===== src/rtl/core_wb_bridge_pkg.sv =====
// Shared types and constants for the core-to-Wishbone bridge.
package core_wb_bridge_pkg;

    typedef enum logic [1:0] {
        IDLE = 2'd0,
        BUS  = 2'd1,
        RESP = 2'd2
    } bridge_state_e;

    // Read data returned to the core when a transfer ends in error.
    localparam int unsigned BRIDGE_RDATA_ON_ERR = 0;

    // Index width for an n-entry one-hot vector; never below 1 bit.
    function automatic int unsigned idx_width(input int unsigned n);
        return (n > 1) ? $clog2(n) : 1;
    endfunction

endpackage


===== src/rtl/core_wb_bridge_arb.sv =====
// Round-robin arbiter: one-hot grant plus binary index, rotating
// priority pointer advanced by the caller once a grant is taken.
module rr_arbiter
    import core_wb_bridge_pkg::*;
#(
    parameter  int unsigned N     = 2,
    localparam int unsigned IDX_W = idx_width(N)
) (
    input  logic             clk,
    input  logic             rst,
    input  logic [N-1:0]     req_i,
    input  logic             advance_i,
    output logic [N-1:0]     grant_o,
    output logic [IDX_W-1:0] idx_o
);

    logic [IDX_W-1:0] ptr_q, ptr_d;

    // Scan from the pointer upward (wrapping) and take the first requester.
    always_comb begin
        int unsigned      cand;
        logic [IDX_W-1:0] cand_idx;
        logic             found;
        grant_o  = '0;
        idx_o    = '0;
        found    = 1'b0;
        cand     = 0;
        cand_idx = '0;
        for (int unsigned off = 0; off < N; off++) begin
            cand     = (int'(ptr_q) + off) % N;
            cand_idx = IDX_W'(cand);
            if (!found && req_i[cand_idx]) begin
                found             = 1'b1;
                grant_o[cand_idx] = 1'b1;
                idx_o             = cand_idx;
            end
        end
    end

    // Next pointer: one past the port just granted, wrapping at N.
    always_comb begin
        ptr_d = ptr_q;
        if (advance_i) begin
            ptr_d = (idx_o == IDX_W'(N - 1)) ? '0 : idx_o + 1'b1;
        end
    end

    // Pointer register.
    always_ff @(posedge clk) begin
        if (rst) begin
            ptr_q <= '0;
        end else begin
            ptr_q <= ptr_d;
        end
    end

endmodule


===== src/rtl/core_wb_bridge.sv =====
// Bridge from N req/ack core ports to a single Wishbone B4 classic master.
// Optional bus watchdog compiled in with CORE_WB_BRIDGE_TIMEOUT_EN.
module core_wb_bridge
    import core_wb_bridge_pkg::*;
#(
    parameter  int unsigned N_PORTS        = 2,
    parameter  int unsigned ADDR_W         = 32,
    parameter  int unsigned DATA_W         = 32,
    parameter  int unsigned TIMEOUT_CYCLES = 1024,
    localparam int unsigned SEL_W          = DATA_W / 8,
    localparam int unsigned IDX_W          = idx_width(N_PORTS)
) (
    input  logic                        clk,
    input  logic                        rst,
    input  logic [N_PORTS-1:0]          port_req_i,
    input  logic [N_PORTS-1:0]          port_we_i,
    input  logic [N_PORTS*ADDR_W-1:0]   port_addr_i,
    input  logic [N_PORTS*DATA_W-1:0]   port_wdata_i,
    input  logic [N_PORTS*SEL_W-1:0]    port_sel_i,
    output logic [DATA_W-1:0]           port_rdata_o,
    output logic [N_PORTS-1:0]          port_ack_o,
    output logic [N_PORTS-1:0]          port_err_o,
    output logic                        wb_cyc_o,
    output logic                        wb_stb_o,
    output logic                        wb_we_o,
    output logic [ADDR_W-1:0]           wb_addr_o,
    output logic [DATA_W-1:0]           wb_data_o,
    output logic [SEL_W-1:0]            wb_sel_o,
    input  logic [DATA_W-1:0]           wb_data_i,
    input  logic                        wb_ack_i,
    input  logic                        wb_err_i
);

    if (N_PORTS < 1 || N_PORTS > 8) begin : g_bad_ports
        $error("core_wb_bridge: N_PORTS must be 1..8");
    end
    if (DATA_W % 8 != 0) begin : g_bad_width
        $error("core_wb_bridge: DATA_W must be a multiple of 8");
    end
    if (TIMEOUT_CYCLES < 2) begin : g_bad_timeout
        $error("core_wb_bridge: TIMEOUT_CYCLES must be at least 2");
    end

    bridge_state_e        state_q, state_d;
    logic [ADDR_W-1:0]    addr_q, addr_d;
    logic [DATA_W-1:0]    wdata_q, wdata_d;
    logic                 we_q, we_d;
    logic [SEL_W-1:0]     sel_q, sel_d;
    logic [N_PORTS-1:0]   gnt_q, gnt_d;
    logic [DATA_W-1:0]    rdata_q, rdata_d;
    logic                 err_q, err_d;

    logic [N_PORTS-1:0]   arb_grant;
    logic [IDX_W-1:0]     arb_idx;
    logic                 arb_advance;

`ifdef CORE_WB_BRIDGE_TIMEOUT_EN
    localparam int unsigned WD_W = $clog2(TIMEOUT_CYCLES + 1);
    logic [WD_W-1:0]      wd_q, wd_d;
`endif

    rr_arbiter #(
        .N (N_PORTS)
    ) u_arb (
        .clk       (clk),
        .rst       (rst),
        .req_i     (port_req_i),
        .advance_i (arb_advance),
        .grant_o   (arb_grant),
        .idx_o     (arb_idx)
    );

    // Next-state logic: grant and latch in IDLE, wait for the slave in BUS,
    // single response cycle in RESP.
    always_comb begin
        state_d     = state_q;
        addr_d      = addr_q;
        wdata_d     = wdata_q;
        we_d        = we_q;
        sel_d       = sel_q;
        gnt_d       = gnt_q;
        rdata_d     = rdata_q;
        err_d       = err_q;
        arb_advance = 1'b0;
`ifdef CORE_WB_BRIDGE_TIMEOUT_EN
        wd_d        = wd_q;
`endif
        unique case (state_q)
            IDLE: begin
                if (|port_req_i) begin
                    arb_advance = 1'b1;
                    gnt_d       = arb_grant;
                    addr_d      = port_addr_i[arb_idx*ADDR_W +: ADDR_W];
                    wdata_d     = port_wdata_i[arb_idx*DATA_W +: DATA_W];
                    sel_d       = port_sel_i[arb_idx*SEL_W +: SEL_W];
                    we_d        = port_we_i[arb_idx];
                    rdata_d     = '0;
                    err_d       = 1'b0;
                    state_d     = BUS;
`ifdef CORE_WB_BRIDGE_TIMEOUT_EN
                    wd_d        = '0;
`endif
                end
            end
            BUS: begin
`ifdef CORE_WB_BRIDGE_TIMEOUT_EN
                wd_d = wd_q + 1'b1;
`endif
                // err outranks ack; ack outranks the watchdog.
                if (wb_err_i) begin
                    rdata_d = DATA_W'(BRIDGE_RDATA_ON_ERR);
                    err_d   = 1'b1;
                    state_d = RESP;
                end else if (wb_ack_i) begin
                    rdata_d = we_q ? '0 : wb_data_i;
                    err_d   = 1'b0;
                    state_d = RESP;
                end
`ifdef CORE_WB_BRIDGE_TIMEOUT_EN
                else if (wd_q == WD_W'(TIMEOUT_CYCLES - 1)) begin
                    rdata_d = DATA_W'(BRIDGE_RDATA_ON_ERR);
                    err_d   = 1'b1;
                    state_d = RESP;
                end
`endif
            end
            RESP: begin
                state_d = IDLE;
            end
            default: begin
                state_d = IDLE;
            end
        endcase
    end

    // State and latch registers.
    always_ff @(posedge clk) begin
        if (rst) begin
            state_q <= IDLE;
            addr_q  <= '0;
            wdata_q <= '0;
            we_q    <= 1'b0;
            sel_q   <= '0;
            gnt_q   <= '0;
            rdata_q <= '0;
            err_q   <= 1'b0;
`ifdef CORE_WB_BRIDGE_TIMEOUT_EN
            wd_q    <= '0;
`endif
        end else begin
            state_q <= state_d;
            addr_q  <= addr_d;
            wdata_q <= wdata_d;
            we_q    <= we_d;
            sel_q   <= sel_d;
            gnt_q   <= gnt_d;
            rdata_q <= rdata_d;
            err_q   <= err_d;
`ifdef CORE_WB_BRIDGE_TIMEOUT_EN
            wd_q    <= wd_d;
`endif
        end
    end

    // Output decode from registered state only.
    always_comb begin
        wb_cyc_o     = (state_q == BUS);
        wb_stb_o     = (state_q == BUS);
        wb_we_o      = we_q;
        wb_addr_o    = addr_q;
        wb_data_o    = wdata_q;
        wb_sel_o     = sel_q;
        port_rdata_o = rdata_q;
        port_ack_o   = (state_q == RESP) ? gnt_q : '0;
        port_err_o   = (state_q == RESP && err_q) ? gnt_q : '0;
    end

endmodule


===== config.mk =====
export PLATFORM = sky130hd
export DESIGN_NAME = core_wb_bridge
export DESIGN_NICKNAME = d
export VERILOG_FILES = /design/src/rtl/core_wb_bridge_pkg.sv /design/src/rtl/core_wb_bridge_arb.sv /design/src/rtl/core_wb_bridge.sv
export SDC_FILE = /design/constraint.sdc
export NUM_CORES = 1
export LEC_CHECK = 0
export BUFFER_PORTS_ARGS = -buffer_cell sky130_fd_sc_hd__buf_2
export CORE_ASPECT_RATIO = 1.25
export CORE_MARGIN = 3
export CORE_UTILIZATION = 30
export CTS_BUF_LIST = sky130_fd_sc_hd__clkbuf_16
export CTS_CLUSTER_DIAMETER = 40
export DETAILED_ROUTE_END_ITERATION = 8
export HOLD_SLACK_MARGIN = 0.05
export RECOVER_POWER = 100
export SYNTH_ARGS = -nofsm -noshare
export SYNTH_HDL_FRONTEND = slang
export SYNTH_SLANG_ARGS = --single-unit

===== constraint.sdc =====
create_clock -name clk -period 1.89 [get_ports clk]
set_input_delay 0.378 -clock clk [delete_from_list [all_inputs] [get_ports clk]]
set_output_delay 0.378 -clock clk [all_outputs]
set_load 0.02 [all_outputs]

# After elaboration in Yosys (flattened, before gate mapping)

Index checks and enable logic that the tools add are counted.

Add/sub/neg operators: 2
Order comparisons: 5
Equal/unequal tests: 4
Shifts and indexed selects: 3
Muxes and demuxes: 33
Bitwise logic cells: 1
Reduce and logical (&&, ||, !) cells: 11

Operator list:

| operator                                                   | count |
|---|---|
| 2-to-1 mux 32 bit                                          | 4 |
| indexed part select 64 x 7 -> 32 bit                       | 2 |
| case mux 32 bit (2 select lines)                           | 1 |
| 2-to-1 mux 1 bit                                           | 17 |
| 2-to-1 mux 2 bit                                           | 7 |
| indexed part select 8 x 4 -> 4 bit                         | 1 |
| less-than comparator 1 x 2 -> 1 bit, second input constant | 3 |
| logical AND 1 bit                                          | 4 |
| case mux 2 bit (2 select lines)                            | 1 |
| AND reduction 2 bit                                        | 2 |
| != test 3 x 1 -> 1 bit, second input constant              | 1 |
| AND reduction 3 bit                                        | 1 |
| adder 1 bit, second input constant                         | 2 |
| demux 1 bit (select 1 bit)                                 | 2 |
| equality test 2 x 1 -> 1 bit, second input constant        | 1 |
| equality test 2 bit, second input constant                 | 1 |
| greater-or-equal comparator 1 bit, second input constant   | 2 |
| zero test 2 bit                                            | 1 |
| != test 2 bit, second input constant                       | 1 |
| OR 2 bit                                                   | 1 |
| case mux 1 bit (2 select lines)                            | 1 |
| nonzero test 2 bit                                         | 1 |
| OR reduction 2 bit                                         | 1 |
| zero test 1 bit                                            | 1 |

Register bits: 107
Input port bits: 176
Output and inout bits: 107
Word-level logic and storage cells: 68

# Logic depth before layout (Yosys ltp)

Depth after elaboration: 8
Depth in mapped cells: 6
Gate-level depth less buffers: 4

# Modules after synthesis

From an unflattened synthesis, not the netlist that was laid out.

Cells, all modules: 495
Area, all modules: 4,839.6 um^2

By module, submodules not included:

| module         | times used | cells each | area each (um^2) | sequential area each (um^2) |
|---|---|---|---|---|
| core_wb_bridge | 1          | 488        | 4,764.6          | 2,122.0 |
| rr_arbiter     | 1          | 7          | 75.1             | 20.0 |

# Worst setup path after synthesis

Ideal clock, no wire load.

Path type: input port to flip-flop
Start point: input port port_req_i[1]
End point: register state_q[0]
Library setup time: 0.128 ns
Data arrival time: 1.245 ns
Data required time: 1.762 ns
Setup slack: 0.517 ns
Cell stages on the path: 6
Buffers on the path: 3
Path through: buf_2 or2_1 buf_2 buf_2 a22oi_1 nor2_1

Word-level cells in the longest chain between the ends: 3

Ends and longest elaborated chain:

| what                          | line                  | RTL |
|---|---|---|
| from (decl)                   | core_wb_bridge.sv:15  | `input logic [N_PORTS-1:0] port_req_i,` |
| OR reduction 2 bit            | core_wb_bridge.sv:90  | `if (\|port_req_i) begin` |
| != test 2 bit (no line)       | n/a                   |  |
| AND reduction 2 bit (no line) | n/a                   |  |
| to (signal assigned)          | core_wb_bridge.sv:151 | `state_q <= state_d;` |
| to (decl)                     | core_wb_bridge.sv:44  | `bridge_state_e state_q, state_d;` |

No other way between the ends.
A chain may end at the register's enable or synchronous reset.

# Final worst setup path

Start point: register state_q[1]
End point: output port port_err_o[1]

Word-level cells in the longest chain between the ends: 3

Ends and longest elaborated chain:

| what                | line                  | RTL |
|---|---|---|
| equality test 2 bit | core_wb_bridge.sv:175 | `port_err_o = (state_q == RESP && err_q) ? gnt_q : '0;` |
| logical AND 1 bit   | core_wb_bridge.sv:175 |  |
| 2-to-1 mux 2 bit    | core_wb_bridge.sv:175 |  |
| to (decl)           | core_wb_bridge.sv:22  | `output logic [N_PORTS-1:0] port_err_o,` |

No other way between the ends.

==> run summary <==
Combinational cells account for 24.0% of the total power. For the pin with the worst max-slew slack, the measured transition is 0.635 ns. By area the synthesized netlist is led by dfxtp_1, a311oi_1, a21oi_1. The clock-pin slew of the registers on the worst-case setup and hold paths works out to 0.08 ns. In this run the standard cell core region covers 0.0150 mm^2. The count of final hold-check violations was 0. Input and output buffers added on the ports amount to 282. The mean area per synthesized cell was 8.92 um^2; the final RePlAce weighted congestion was 0.747.

Of the cells placed in the final design, the portion with a size suffix greater than 1 is 28.6%. The tools report the number of antenna violations at the first check in global routing as 0. The first global-routing pass estimated 25300 um of wire. Entering global routing, the biggest net connects 75 pins. Of all nets on the critical path, the largest fanout is 4. The most frequently used flop master after synthesis was dfxtp_1. In the post-synthesis netlist, the cell with the most instances is dfxtp_1. The clock tree synthesis step divided the H-tree into 3 levels. The tools report the via total after detailed routing as 5119. Of the total power, registers draw 44.0%. The number of instances resized during post-cts repair came out at 0. For the worst setup path, the data required time is 1.51 ns. 0 antenna diodes ended up in the layout.

During synthesis, Yosys emitted a total of 0 warnings. After routing, the total negative slack on setup checks comes to 0 ns. The die covers 0.0169 mm^2. Clock tree synthesis selected as its root buffer the cell clkbuf_16.

In this design, the stage delay of the slowest critical-path cell is 0.36 ns. The critical path arrival is 1.34 ns. The tools report the maximum number of buffers from clock root to sink as 2. The flow ran to the end, and the final reports show no timing, DRC or antenna violations. Mean number of vias per cell: 5.42. From left edge to right edge, the die measures 117 um. Internal power comes to 0.00389 W. Global routing used 4.35% of the available met3 tracks. During I/O placement, the number of pins put on the boundary was 283. Setup violations remaining at the end of the flow were counted as 0.

From bottom edge to top edge, the die measures 145 um. For the worst-skew pair, the clock arrives at the later sink with an insertion delay of 0.35 ns. The tools report the buffers inserted during post-CTS setup optimization as 0.

For this design the ratio of total power to cell area is 927 mW/mm^2. The count of final max-slew check failures is 0, and the leftover overflow at the end of global routing is 0. The detailed placer's ending HPWL came out at 11500 um. For the DRC violation count after routing, the log shows 0.

TritonCTS built the clock tree. The class of the worst hold path is in -> reg. The top cell type's share of synthesized area was 46.5%; the switching power as a share of total power was 33.3%.

Between clock sinks in the finished design, the worst skew comes to 0.0115 ns. Number of max-capacitance violations reported: 0. The analysis attributes to cell leakage a power of 2.51 nW.

In the global route stage, met2 resource usage came out at 32.6%. The run gives 4 as the length of the first detailed-routing pass in iterations. For this run, the top clock speed supported by timing is 0.582 GHz. The routed wire length per instance works out to 18.2 um. The initial standard-cell utilization of the core was 30.7%.

The logs give 0 for the number of buffers added to fix hold violations after cts and 243 for the DRC violation total after the first TritonRoute iteration. Sequential cells were found to cover 46.5% of the synthesized design area. The worst setup path is captured at a primary output. Setup repair after global routing left no endpoint under its margin.

The synthesized design contains 107 register bits. The worst setup path is launched from a register. For this run, the post-layout net count is 934.

For met1 alone, demand over resource in global routing was 22.9%. The synthesized netlist occupies a cell area of 0.00461 mm^2. The final layout contains routed wiring with a total length of 17200 um. The async set-or-reset flop fraction in the synthesized netlist is 0%. dfxtp_1 takes more of the synthesized area than any other cell.

Synthesis instantiated 30 different standard cells from the library. The worst setup path category is reg -> out. VDD sags by at most 0.351 mV.

The post-route minimum period is 1.72 ns. The TritonCTS buffer count is 9, and the number of flops mapped to enable cells by yosys is 0. The completed layout was analyzed and its total power is 0.00584 W. The power spent charging and discharging nets came out at 0.00194 W. The most heavily used metal layer in global routing is met2.

The relative max-transition margin was 57.7%. When the netlist entered floorplanning its net count stood at 693. The number of placement rows came out at 50. Per report_power, the clock group accounts for 32.1% of the total.

The via count of the first global-routing pass is 4917. The final critical path takes up 91.0% of the cycle. The clock net in this run drives a total of 107 sinks. The remaining antenna violation count was 0. In the synthesized netlist, the number of instances is 517. Relative to the synthesized area, the layout overhead comes to 36.6%.

The cell with the biggest individual delay on the critical path was dfxtp_1. The signal on the critical path passes through nor2b_1, and3_1, clkbuf_1. Sorting the synthesized cells by how often they occur yields dfxtp_1, a21oi_1, nand3_1.

The overall track demand over capacity in global routing was 19.0%.
critical path: cells and delay by family (launching register included):
kind          cells  cell delay [ns]
simple gates      2             0.39
flops             1             0.36
buf+inv           1             0.25
layer usage:
layer,part of all wire [%],wire length (um),vias up
met5,0,0,-
met3,7.2,1240,26
met4,3.1,535,0
met1,41,7120,2391
met2,48,8340,218
li1,-,-,2484
through the flow:
step / setup WS [ns] / area [um^2] / hold WS, ns / std cells / util [%]
2_1_floorplan: 0.517 / 4610 / 0.458 / 517 / -
3_3_place_gp: 0.271 / 6150 / 0.452 / 929 / 40.9
3_5_place_dp: 0.252 / 6150 / 0.451 / 929 / 40.9
4_1_cts: 0.155 / 6450 / 0.223 / 945 / 42.9
5_1_grt: 0.0679 / 6300 / 0.236 / 945 / 41.9
6_report: 0.171 / 6300 / 0.242 / 945 / 41.9
layout by cell type (no fill, tap or decap), types with 2 or more instances in the layout:
cell,count
buf_2,177
dfxtp_1,107
clkbuf_1,104
a21oi_1,72
nand3_1,70
a311oi_1,69
o21ai_0,61
a22o_1,32
o21ai_1,10
clkbuf_16,9
buf_4,9
buf_12,8
nor2_1,4
clkinv_4,3
inv_1,2
and3_1,2
nand2_1,2
inv_8,2
cell families after synthesis:
kind of cell / share of synthesized area [%]
AO/OA/AOI/OAI: 35.7
buffers and inverters: 7.73
flip-flops: 46.5
AND/OR/NAND/NOR: 10.1
worst paths after layout:
path | from | endpoint | slack (ns) | cells past startpoint
max reg2reg | state_q[0] | port_rdata_o[20] | 0.23 | 3
min | wb_data_i[15] | port_rdata_o[15] | 0.24 | 2
min reg2reg | port_rdata_o[4] | port_rdata_o[4] | 0.48 | 1
max | state_q[1] | port_err_o[1] | 0.17 | 3
power by group through the flow:
| stage | combinational, W | sequential, W | clock [W] |
|---|---|---|---|
| global placement | 0.00147 | 0.00261 | 0 |
| detailed placement | 0.00148 | 0.00261 | 0 |
| finish | 0.00140 | 0.00256 | 0.00187 |
| global route | 0.00153 | 0.00259 | 0.00201 |
| floorplan | 0.000647 | 0.00284 | 0 |
| CTS | 0.00147 | 0.00256 | 0.00195 |
state kept, by name, indices dropped and copies added, names as in the netlist:
signal / count
wb_data_o: 32
state_q: 2
gnt_q: 2
port_rdata_o: 32
wb_sel_o: 4
err_q: 1
wb_addr_o: 32
wb_we_o: 1
u_arb.ptr_q: 1
area by class of cell:
class | instances | area [um^2]
sequential | 107 | 2140
fill | 1634 | 8720
inverter | 3 | 11.3
clock buffer | 9 | 225
timing repair buffer | 299 | 1510
multi-input combinational | 338 | 2110
clock inverter | 7 | 72.6
tap | 182 | 228
Power figures use the tool's default switching activity.
